$ cat src/rtl/wb_trace_buf.sv
// wb_trace_buf: write-back trace FIFO with retire counter and an optional end-of-test checker.
//
// Each retiring instruction (wb_valid) is captured as {pc, rf_wen, rf_waddr, rf_wdata}
// into a DEPTH-entry FIFO. The head entry is presented on trace_* with a valid/ready
// handshake. A push into a full FIFO that is not popped in the same cycle is dropped,
// and the sticky overflow flag records it. retire_cnt counts every retirement,
// including dropped ones.
//
// Build option: define WB_TRACE_CHECK_EN to include the end-of-test checker.
// The checker shadows GPR CHECK_REG. When END_PC retires, it raises sim_done and
// reports whether the shadow equals CHECK_VAL. Without the macro, sim_done and
// sim_pass are tied to 0 and no shadow register exists.

module wb_trace_buf #(
  parameter int unsigned DEPTH     = 8,            // power of two, 2..64
  parameter logic [31:0] END_PC    = 32'h1c00_0010,
  parameter int unsigned CHECK_REG = 5,
  parameter logic [31:0] CHECK_VAL = 32'h0000_005a
) (
  input  logic        clk,
  input  logic        reset,

  input  logic        wb_valid,
  input  logic [31:0] wb_pc,
  input  logic        wb_rf_wen,
  input  logic [4:0]  wb_rf_waddr,
  input  logic [31:0] wb_rf_wdata,

  output logic        trace_valid,
  input  logic        trace_ready,
  output logic [31:0] trace_pc,
  output logic        trace_wen,
  output logic [4:0]  trace_waddr,
  output logic [31:0] trace_wdata,

  output logic        overflow,
  output logic [31:0] retire_cnt,
  output logic        sim_done,
  output logic        sim_pass
);

  localparam int unsigned AW = $clog2(DEPTH);
  localparam logic [AW:0] PTR_ONE = {{AW{1'b0}}, 1'b1};

  typedef struct packed {
    logic [31:0] pc;
    logic        wen;
    logic [4:0]  waddr;
    logic [31:0] wdata;
  } trace_entry_t;

  // ---------------------------------------------------------------------------
  // FIFO storage and pointers
  // ---------------------------------------------------------------------------
  trace_entry_t mem_q [DEPTH];

  // Pointers carry one extra wrap bit so full and empty can be told apart.
  logic [AW:0]  wr_ptr_q, wr_ptr_d;
  logic [AW:0]  rd_ptr_q, rd_ptr_d;
  logic         overflow_q, overflow_d;
  logic [31:0]  retire_cnt_q, retire_cnt_d;

  logic         fifo_empty;
  logic         fifo_full;
  logic         push;
  logic         pop;
  trace_entry_t entry_in;
  trace_entry_t head;

  assign fifo_empty = (wr_ptr_q == rd_ptr_q);
  assign fifo_full  = (wr_ptr_q[AW] != rd_ptr_q[AW]) &&
                      (wr_ptr_q[AW-1:0] == rd_ptr_q[AW-1:0]);

  assign pop  = !fifo_empty && trace_ready;
  // A full FIFO still accepts a push when the head leaves in the same cycle.
  assign push = wb_valid && (!fifo_full || pop);

  // Writes to r0 have no architectural effect, so they are recorded with wen cleared.
  assign entry_in = '{
    pc:    wb_pc,
    wen:   wb_rf_wen && (wb_rf_waddr != 5'd0),
    waddr: wb_rf_waddr,
    wdata: wb_rf_wdata
  };

  // Next-state logic for the pointers, the overflow flag and the retire counter.
  always_comb begin
    // NOTE: every signal assigned here gets a default first. Without that, a path that
    // skips the assignment would infer a latch.
    wr_ptr_d     = wr_ptr_q;
    rd_ptr_d     = rd_ptr_q;
    overflow_d   = overflow_q;
    retire_cnt_d = retire_cnt_q;

    if (push) begin
      wr_ptr_d = wr_ptr_q + PTR_ONE;
    end
    if (pop) begin
      rd_ptr_d = rd_ptr_q + PTR_ONE;
    end
    if (wb_valid && !push) begin
      overflow_d = 1'b1;
    end
    if (wb_valid) begin
      retire_cnt_d = retire_cnt_q + 32'd1;
    end
  end

  // FIFO control state register. Reset drops every buffered entry by equalising the pointers.
  always_ff @(posedge clk or posedge reset) begin
    // NOTE: sequential state uses non-blocking assignments. All flops then update together
    // at the edge, independent of statement order.
    if (reset) begin
      wr_ptr_q     <= '0;
      rd_ptr_q     <= '0;
      overflow_q   <= 1'b0;
      retire_cnt_q <= '0;
    end else begin
      wr_ptr_q     <= wr_ptr_d;
      rd_ptr_q     <= rd_ptr_d;
      overflow_q   <= overflow_d;
      retire_cnt_q <= retire_cnt_d;
    end
  end

  // Entry storage write port.
  always_ff @(posedge clk) begin
    // NOTE: the storage array has no reset. Entries are only read when the pointers say
    // they are valid, so clearing them would add reset fan-out and change nothing.
    if (push) begin
      mem_q[wr_ptr_q[AW-1:0]] <= entry_in;
    end
  end

  assign head        = mem_q[rd_ptr_q[AW-1:0]];
  assign trace_valid = !fifo_empty;
  assign trace_pc    = head.pc;
  assign trace_wen   = head.wen;
  assign trace_waddr = head.waddr;
  assign trace_wdata = head.wdata;
  assign overflow    = overflow_q;
  assign retire_cnt  = retire_cnt_q;

  // ---------------------------------------------------------------------------
  // End-of-test checker
  // ---------------------------------------------------------------------------
`ifdef WB_TRACE_CHECK_EN
  typedef enum logic {
    CHK_RUN  = 1'b0,
    CHK_DONE = 1'b1
  } chk_state_e;

  localparam logic [4:0] CHECK_IDX = CHECK_REG[4:0];

  chk_state_e  chk_state_q, chk_state_d;
  logic [31:0] shadow_q, shadow_d;
  logic        pass_q, pass_d;

  // Checker next-state logic. The verdict includes a write that retires together with END_PC.
  always_comb begin
    chk_state_d = chk_state_q;
    shadow_d    = shadow_q;
    pass_d      = pass_q;

    if (chk_state_q == CHK_RUN) begin
      if (wb_valid && wb_rf_wen && (wb_rf_waddr == CHECK_IDX) && (CHECK_IDX != 5'd0)) begin
        shadow_d = wb_rf_wdata;
      end
      if (wb_valid && (wb_pc == END_PC)) begin
        chk_state_d = CHK_DONE;
        pass_d      = (shadow_d == CHECK_VAL);
      end
    end
  end

  // Checker state register. DONE is absorbing until reset, which freezes the verdict.
  always_ff @(posedge clk or posedge reset) begin
    if (reset) begin
      chk_state_q <= CHK_RUN;
      shadow_q    <= '0;
      pass_q      <= 1'b0;
    end else begin
      chk_state_q <= chk_state_d;
      shadow_q    <= shadow_d;
      pass_q      <= pass_d;
    end
  end

  assign sim_done = (chk_state_q == CHK_DONE);
  assign sim_pass = pass_q;
`else
  // The checker configuration parameters have no function in this build.
  logic unused_check_cfg;
  assign unused_check_cfg = ^{END_PC, CHECK_VAL, CHECK_REG[4:0]};

  assign sim_done = 1'b0;
  assign sim_pass = 1'b0;
`endif

endmodule
$ cat config.mk
export PLATFORM = sky130hd
export DESIGN_NAME = wb_trace_buf
export DESIGN_NICKNAME = d
export VERILOG_FILES = /design/src/rtl/wb_trace_buf.sv
export SDC_FILE = /design/constraint.sdc
export NUM_CORES = 1
export LEC_CHECK = 0
export BUFFER_PORTS_ARGS = -buffer_cell sky130_fd_sc_hd__buf_2
export CORE_MARGIN = 1.5
export CORE_UTILIZATION = 40
export DETAILED_ROUTE_END_ITERATION = 6
export GPL_TIMING_DRIVEN = 0
export HOLD_SLACK_MARGIN = 0.05
export PLACE_DENSITY_LB_ADDON = 0.1
export SLEW_MARGIN = 20
export SYNTH_ARGS = -nofsm -noshare
export SYNTH_HDL_FRONTEND = slang
export SYNTH_SLANG_ARGS = --single-unit
$ cat constraint.sdc
create_clock -name clk -period 19 [get_ports clk]
set_input_delay 5.7 -clock clk [delete_from_list [all_inputs] [get_ports clk]]
set_output_delay 5.7 -clock clk [all_outputs]
set_load 0.005 [all_outputs]
==> results of run 1 <==
critical path: cells and delay by family (launching register included):
family / cells / cell delay [ns]
mux: 2 / 0.72
flops: 1 / 0.34
buf+inv: 4 / 1.49
path summary, 6_finish.rpt:
path / from / endpoint / slack [ns] / depth (start not counted)
setup / recovery: rd_ptr_q[1] / trace_wdata[9] / 10.14 / 6
hold / removal: overflow / overflow / 0.45 / 1
setup reg to reg: rd_ptr_q[0] / mem_q[0][38] / 15.71 / 10
hold reg to reg: overflow / overflow / 0.45 / 1
max in group asynchronous: reset / retire_cnt[4] / 13.40 / 3
min in group asynchronous: reset / retire_cnt[19] / 5.13 / 2
per-layer routing:
metal,global-route usage,wire (um),vias to the layer above
met5,0,55,-
met4,0.0563,1020,8
met3,0.0348,2300,77
met2,0.275,24100,222
met1,0.255,23900,5921
li1,-,-,4885
state kept, by name (all words and copies together), names as in the netlist:
name	count
wr_ptr_q	4
mem_q	560
retire_cnt	32
rd_ptr_q	4
overflow	1
metrics by stage:
stage               setup TNS, ns  hold slack (ns)  cell area, um^2  total power [mW]
CTS                             0            0.455            27900              4.39
detailed placement              0            0.445            25700              3.06
global placement         -1227.73            0.443            24800              3.08
global route                    0            0.494            27900              4.52
floorplan                       0            0.451            23000              2.55
finish                          0            0.451            27900              4.31
synthesized netlist by cell type:
library cell | n | area, um^2
sky130_fd_sc_hd__nand4_4 | 1 | 21.3
sky130_fd_sc_hd__mux2_2 | 72 | 811
sky130_fd_sc_hd__edfxtp_1 | 560 | 16800
sky130_fd_sc_hd__o211a_1 | 1 | 10.0
sky130_fd_sc_hd__xor2_1 | 13 | 114
sky130_fd_sc_hd__buf_1 | 1 | 3.75
sky130_fd_sc_hd__nand2_1 | 7 | 26.3
sky130_fd_sc_hd__or4_1 | 1 | 7.51
sky130_fd_sc_hd__nor4_2 | 4 | 50.1
sky130_fd_sc_hd__mux2_1 | 1 | 11.3
sky130_fd_sc_hd__nor3b_1 | 1 | 7.51
sky130_fd_sc_hd__and4_1 | 3 | 26.3
sky130_fd_sc_hd__nor3_1 | 3 | 15.0
sky130_fd_sc_hd__nor4_1 | 7 | 43.8
sky130_fd_sc_hd__a21o_1 | 1 | 7.51
sky130_fd_sc_hd__nand4_1 | 12 | 75.1
sky130_fd_sc_hd__o21a_1 | 1 | 7.51
sky130_fd_sc_hd__buf_2 | 15 | 75.1
sky130_fd_sc_hd__conb_1 | 1 | 3.75
sky130_fd_sc_hd__buf_6 | 9 | 101
sky130_fd_sc_hd__clkbuf_1 | 18 | 67.6
sky130_fd_sc_hd__nand3_1 | 13 | 65.1
sky130_fd_sc_hd__ha_1 | 3 | 37.5
sky130_fd_sc_hd__nor4b_1 | 1 | 8.76
sky130_fd_sc_hd__and3_1 | 10 | 62.6
sky130_fd_sc_hd__nor2_1 | 4 | 15.0
sky130_fd_sc_hd__or2_2 | 1 | 6.26
sky130_fd_sc_hd__xnor2_1 | 28 | 245
sky130_fd_sc_hd__o211ai_1 | 1 | 7.51
sky130_fd_sc_hd__mux4_2 | 140 | 3150
sky130_fd_sc_hd__o21ai_4 | 1 | 16.3
sky130_fd_sc_hd__inv_1 | 6 | 22.5
sky130_fd_sc_hd__a41o_1 | 1 | 10.0
sky130_fd_sc_hd__buf_4 | 3 | 22.5
sky130_fd_sc_hd__dfrtp_1 | 41 | 1030
area by class of cell:
type | count | area, um^2 | area share
plain buffers | 46 | 270 | 0.00969
clock buffers | 83 | 1820 | 0.0653
clock inverters | 32 | 418 | 0.0150
inverters | 6 | 22.5 | 0.000807
multi-input cells | 333 | 4920 | 0.176
flip-flops and latches | 601 | 17800 | 0.640
well taps | 756 | 946 | 0.0339
repair buffers | 298 | 1660 | 0.0594
report_power, final:
group / internal (mW) / switching [mW] / total (mW)
Sequential: 1.66 / 0.0471 / 1.70
Combinational: 0.625 / 0.666 / 1.29
Clock: 0.815 / 0.501 / 1.32
cells by family (layout without fill, tap and decap cells):
kind of cell,count (synthesis),in the layout,share of synthesized area
AO/OA/AOI/OAI,6,6,0.00256
XOR/XNOR,41,41,0.0156
adder cells (fa/ha/maj),3,3,0.00163
buffers and inverters,52,465,0.0127
flip-flops,601,601,0.776
multiplexers,213,213,0.173
other,1,2,0.000163
AND/OR/NAND/NOR,68,68,0.0187
cells in the final DEF, fill, tap and decap left out, types with 9 or more instances in the layout:
| cell type | netlist | final |
|---|---|---|
| sky130_fd_sc_hd__bufinv_16 | 0 | 10 |
| sky130_fd_sc_hd__buf_6 | 9 | 9 |
| sky130_fd_sc_hd__mux4_2 | 140 | 140 |
| sky130_fd_sc_hd__nand3_1 | 13 | 13 |
| sky130_fd_sc_hd__clkinv_2 | 0 | 11 |
| sky130_fd_sc_hd__mux2_2 | 72 | 72 |
| sky130_fd_sc_hd__and3_1 | 10 | 10 |
| sky130_fd_sc_hd__nor4_2 | 4 | 11 |
| sky130_fd_sc_hd__clkbuf_16 | 0 | 71 |
| sky130_fd_sc_hd__nand4_1 | 12 | 12 |
| sky130_fd_sc_hd__buf_2 | 15 | 265 |
| sky130_fd_sc_hd__clkbuf_1 | 18 | 30 |
| sky130_fd_sc_hd__edfxtp_1 | 560 | 560 |
| sky130_fd_sc_hd__xor2_1 | 13 | 13 |
| sky130_fd_sc_hd__buf_4 | 3 | 48 |
| sky130_fd_sc_hd__xnor2_1 | 28 | 28 |
| sky130_fd_sc_hd__dfrtp_1 | 41 | 41 |
==> flow_summary_export.csv, run 1 <==
group,metric,value,unit
sta,maximum_clock_frequency,113,MHz
clock_tree,cts-hold-fix-buffers,0,
worst_setup_path,critical-path-max-stage-delay,0.67,ns
worst_setup_path,critPathKind,"reg2out",
clock_tree,cts-htree-levels,3,
logic_synthesis,seq_area_frac_synth,0.776,
worst_setup_path,arrival_time_at_the_worst_endpoint,3.16,ns
placed_design,detailedPlace.worstSlack,10.65,ns
clock_tree,cts_sinks,601,
floorplanning,ios,180,
drt,drcViolationCount,0,
sta,finalSetupViolCount,0,
final_layout,layout.nets,1430,
logic_synthesis,synth.distinct_cells,35,
logic_synthesis,netlist_area,23000,um^2
sta,rsz_0062_raised_after_global_routing,"false",
drt,via_per_inst,5.16,
placed_design,numPortBuffers,176,
drt,vias,11100,
power,maximum_vdd_drop,74.4,uV
job,cap_viol_max_count,0,
clock_tree,cts_inserted_buffers,67,
worst_setup_path,worst_path_max_delay_cell,"sky130_fd_sc_hd__clkbuf_1",
worst_setup_path,crit_required,13.30,ns
clock_tree,clk_pin_slew,0.06,ns
grt,wire_length_of_the_first_global_routing_pass,77.1,mm
final_layout,fill_cells,4709,
grt,pin_count_of_the_biggest_net_entering_global_routing,27,
grt,initial_antenna_violation_count,6,
drt,drt_first_pass_iters,4,
floorplanning,dieHeight,243,um
drt,drtIter0Drc,773,
floorplanning,die_x,243,um
sta,worst_pin_slew,1.01,ns
drt,finalWirelength,51.3,mm
placed_design,dp_hpwl,34.8,mm
sta,worst_slack,10.14,ns
worst_setup_path,critPathLaunchType,"register",
power,power.leakage,9.80,nW
worst_setup_path,crit_path_cell_trace,"buf_2 -> buf_2 -> clkbuf_1 -> mux4_2 -> mux2_2 -> buf_2",
grt,grt_pass1_vias,11700,
worst_setup_path,worstSetupEndpointType,"output pin",
sta,worst_clock_skew,0.0225,ns
final_layout,final-instance-count-excl-fill,2155,
sta,layout_worst_path_cycle_share,0.466,
grt,globalRouteTotalUtil,0.178,
clock_tree,clockRootBuffer,"sky130_fd_sc_hd__clkbuf_16",
floorplanning,floorplan.core_area,56600,um^2
sta,hold_viol_final,0,
logic_synthesis,mapped_avg_cell_area,23.3,um^2
logic_synthesis,postSynthCellCount,985,
drt,route.antenna.remaining_nets,0,
clock_tree,clock_latency,0.58,ns
floorplanning,placement_rows,87,
placed_design,routability_congestion_estimate_from_global_placement,0.766,
clock_tree,ctsResizeCount,0,
sta,timing.final.max_slew_violations,0,
worst_hold_path,hp-class,"reg2reg",
final_layout,fraction_of_layout_cells_with_a_size_suffix_above_1,0.465,
worst_setup_path,critical_path.most_common_cell,"sky130_fd_sc_hd__buf_2",
final_layout,antennaDiodeCount,0,
grt,overflow,0,
final_layout,final_core_utilization,0.493,
logic_synthesis,synth.yosys.warnings,0,
clock_tree,cts.path.max_buffers,3,
worst_setup_path,cp_max_fo,10,
sta,worst_slew_margin_rel,0.329,
drt,wl_per_cell,23.8,um
floorplanning,die_area,58900,um^2
placed_design,dp_cells,2040,
floorplanning,start_util,0.406,
clock_tree,postCtsSetupBuffers,0,
clock_tree,tritoncts,"yes",
final_layout,syn_to_final_growth,21.3,%
outcome,run_status,"completed",
sta,fin_crit,8.86,ns
logic_synthesis,synth.ff_latch_count,601,
power,p_per_area,155,nW/um^2
(Power assumes the default switching activity.)
==> run 2: changes to the inputs <==
ABC_AREA = 1   (was unset)
clock period = 9.05 ns   (was 19 ns; I/O delays follow)
==> flow_summary_export.csv, run 2 <==
group,metric,value,unit
final_layout,layout.nets,2237,
power,p_per_area,328,nW/um^2
clock_tree,cts-hold-fix-buffers,0,
logic_synthesis,netlist_area,23700,um^2
final_layout,fill_cells,5287,
clock_tree,postCtsSetupBuffers,0,
final_layout,fraction_of_layout_cells_with_a_size_suffix_above_1,0.160,
clock_tree,clock_latency,0.60,ns
worst_setup_path,crit_required,6.34,ns
clock_tree,cts_inserted_buffers,67,
floorplanning,start_util,0.403,
final_layout,largest_register_ffs,560,
grt,globalRouteTotalUtil,0.218,
logic_synthesis,most_repeated_cell_in_the_gate_level_netlist_after_synthesis,"sky130_fd_sc_hd__edfxtp_1",
placed_design,dp_cells,2864,
sta,hold_viol_final,0,
worst_setup_path,worstSetupEndpointType,"output pin",
clock_tree,cts_sinks,601,
placed_design,dp_hpwl,41.3,mm
clock_tree,ctsResizeCount,0,
sta,finalSetupViolCount,0,
logic_synthesis,seq_area_frac_synth,0.753,
sta,worst_pin_slew,0.865,ns
drt,drcViolationCount,0,
sta,fin_hold_ws,0.482,ns
floorplanning,dieHeight,246,um
logic_synthesis,synth_area_leaders,"sky130_fd_sc_hd__edfxtp_1 (71%), sky130_fd_sc_hd__nor2_1 (5.0%), sky130_fd_sc_hd__nand2_1 (4.9%)",
clock_tree,clockRootBuffer,"sky130_fd_sc_hd__clkbuf_16",
final_layout,final-instance-count-excl-fill,2989,
drt,route.antenna.remaining_nets,0,
drt,top_signal_layer_used,"met5",
clock_tree,cts-htree-levels,3,
final_layout,syn_to_final_growth,20.1,%
sta,maximum_clock_frequency,175,MHz
logic_synthesis,mapped_avg_cell_area,12.6,um^2
power,p_total,9.32,mW
final_layout,layout_common_cells,"sky130_fd_sc_hd__edfxtp_1 (560), sky130_fd_sc_hd__nor2_1 (311), sky130_fd_sc_hd__nand2_1 (309)",
sta,worst_slew_margin_rel,0.423,
logic_synthesis,async_flop_share,0.0682,
logic_synthesis,synth_top_area_share,0.709,
drt,met3RoutedLength,4.23,mm
worst_setup_path,cp_max_fo,10,
sta,timing.final.max_slew_violations,0,
floorplanning,ios,180,
job,cap_viol_max_count,0,
floorplanning,die_area,60700,um^2
outcome,run_status,"completed",
grt,overflow,0,
placed_design,numPortBuffers,176,
sta,totalNegativeSetupSlack,0,ns
drt,met2RoutedLength,31.0,mm
power,maximum_vdd_drop,174,uV
grt,initial_antenna_violation_count,8,
drt,wl_per_cell,22.1,um
sta,worst_clock_skew,0.0184,ns
grt,pin_count_of_the_biggest_net_entering_global_routing,53,
drt,finalWirelength,66.0,mm
power,power.leakage,10.2,nW
final_layout,final_common_cell,"sky130_fd_sc_hd__edfxtp_1",
floorplanning,floorplan.core_area,58800,um^2
drt,drtIter0Drc,1390,
logic_synthesis,synth_enable_flop_cells,560,
logic_synthesis,yosysTopAreaCell,"sky130_fd_sc_hd__edfxtp_1",
logic_synthesis,synth.ff_latch_count,601,
clock_tree,tritoncts,"yes",
sta,layout_worst_path_cycle_share,0.630,
logic_synthesis,postSynthCellCount,1886,
placed_design,placed_area,26300,um^2
grt,wire_length_of_the_first_global_routing_pass,97.2,mm
drt,via_per_inst,5.31,
grt,grt_pass1_vias,15600,
logic_synthesis,synth.distinct_cells,29,
worst_hold_path,hp-class,"reg2reg",
worst_setup_path,critPathKind,"reg2out",
drt,met1_length,28.9,mm
logic_synthesis,synth.yosys.warnings,0,
drt,drt_first_pass_iters,5,
logic_synthesis,predominant_post_synthesis_flop_cell,"sky130_fd_sc_hd__edfxtp_1",
worst_setup_path,critPathLaunchType,"register",
sta,rsz_0062_raised_after_global_routing,"false",
final_layout,final_cell_area,28500,um^2
logic_synthesis,synth_common_cells,"sky130_fd_sc_hd__edfxtp_1 (560), sky130_fd_sc_hd__nor2_1 (318), sky130_fd_sc_hd__nand2_1 (309)",
clock_tree,clk_pin_slew,0.06,ns
worst_setup_path,arrival_time_at_the_worst_endpoint,2.99,ns
floorplanning,placement_rows,89,
clock_tree,cts.path.max_buffers,3,
placed_design,routability_congestion_estimate_from_global_placement,0.847,
floorplanning,die_x,246,um
sta,fin_crit,5.70,ns
drt,vias,15900,
==> run 2: cell families after synthesis <==
logic type      synth area share
buf+inv                   0.0258
fa+ha+maj                0.00158
flops                      0.753
other cells             0.000158
compound gates            0.0972
simple gates               0.114
xor+xnor                 0.00850
==> run 2: path summary, 6_finish.rpt <==
check	start	to	slack [ns]	cells past startpoint
hold reg to reg	overflow	overflow	0.48	1
setup / recovery	rd_ptr_q[1]	trace_pc[20]	3.35	9
min in group asynchronous	reset	retire_cnt[0]	2.10	2
setup reg to reg	rd_ptr_q[0]	mem_q[2][40]	6.15	10
hold / removal	overflow	overflow	0.48	1
max in group asynchronous	reset	wr_ptr_q[3]	6.44	3
==> run 2: cell type report <==
type                            count  area, um^2  share of cell area
Antenna cell                        4        10.0            0.000352
Buffer                            112         473              0.0166
Clock buffer                       91        1910              0.0672
Clock inverter                     30         214             0.00752
Inverter                           37         144             0.00505
Multi-Input combinational cell   1137        5310               0.187
Sequential cell                   601       17800               0.627
Tap cell                          773         967              0.0340
Timing Repair Buffer              204        1590              0.0559
==> run 2: where the power goes <==
part           switching [mW]  internal, mW  leakage (nW)
Combinational            2.19         0.982          3.53
Clock                    1.08          1.56          1.04
Sequential             0.0961          3.41          5.62
==> run 2: critical path, cell delays in order, from the launching register on <==
cell                       delay, ns
sky130_fd_sc_hd__dfrtp_1        0.37
sky130_fd_sc_hd__buf_2          0.24
sky130_fd_sc_hd__inv_2          0.18
sky130_fd_sc_hd__buf_4          0.24
sky130_fd_sc_hd__clkbuf_1       0.61
sky130_fd_sc_hd__o21ai_0        0.20
sky130_fd_sc_hd__o22ai_1        0.17
sky130_fd_sc_hd__nand2_1        0.07
sky130_fd_sc_hd__nand2_1        0.15
sky130_fd_sc_hd__buf_2          0.13
==> run 2: layer usage <==
metal | global-route usage | vias up
met5 | 0 | -
met4 | 0.0803 | 8
met3 | 0.0401 | 115
met2 | 0.348 | 549
met1 | 0.296 | 7853
li1 | - | 7351
==> run 2: metrics by stage <==
step / setup slack [ns] / utilization
final: 3.35 / 0.484
after global routing: 3.18 / 0.484
after floorplan: 2.61 / -
after global placement: -1.07 / 0.435
after CTS: 3.33 / 0.484
after detailed placement: 4.00 / 0.448
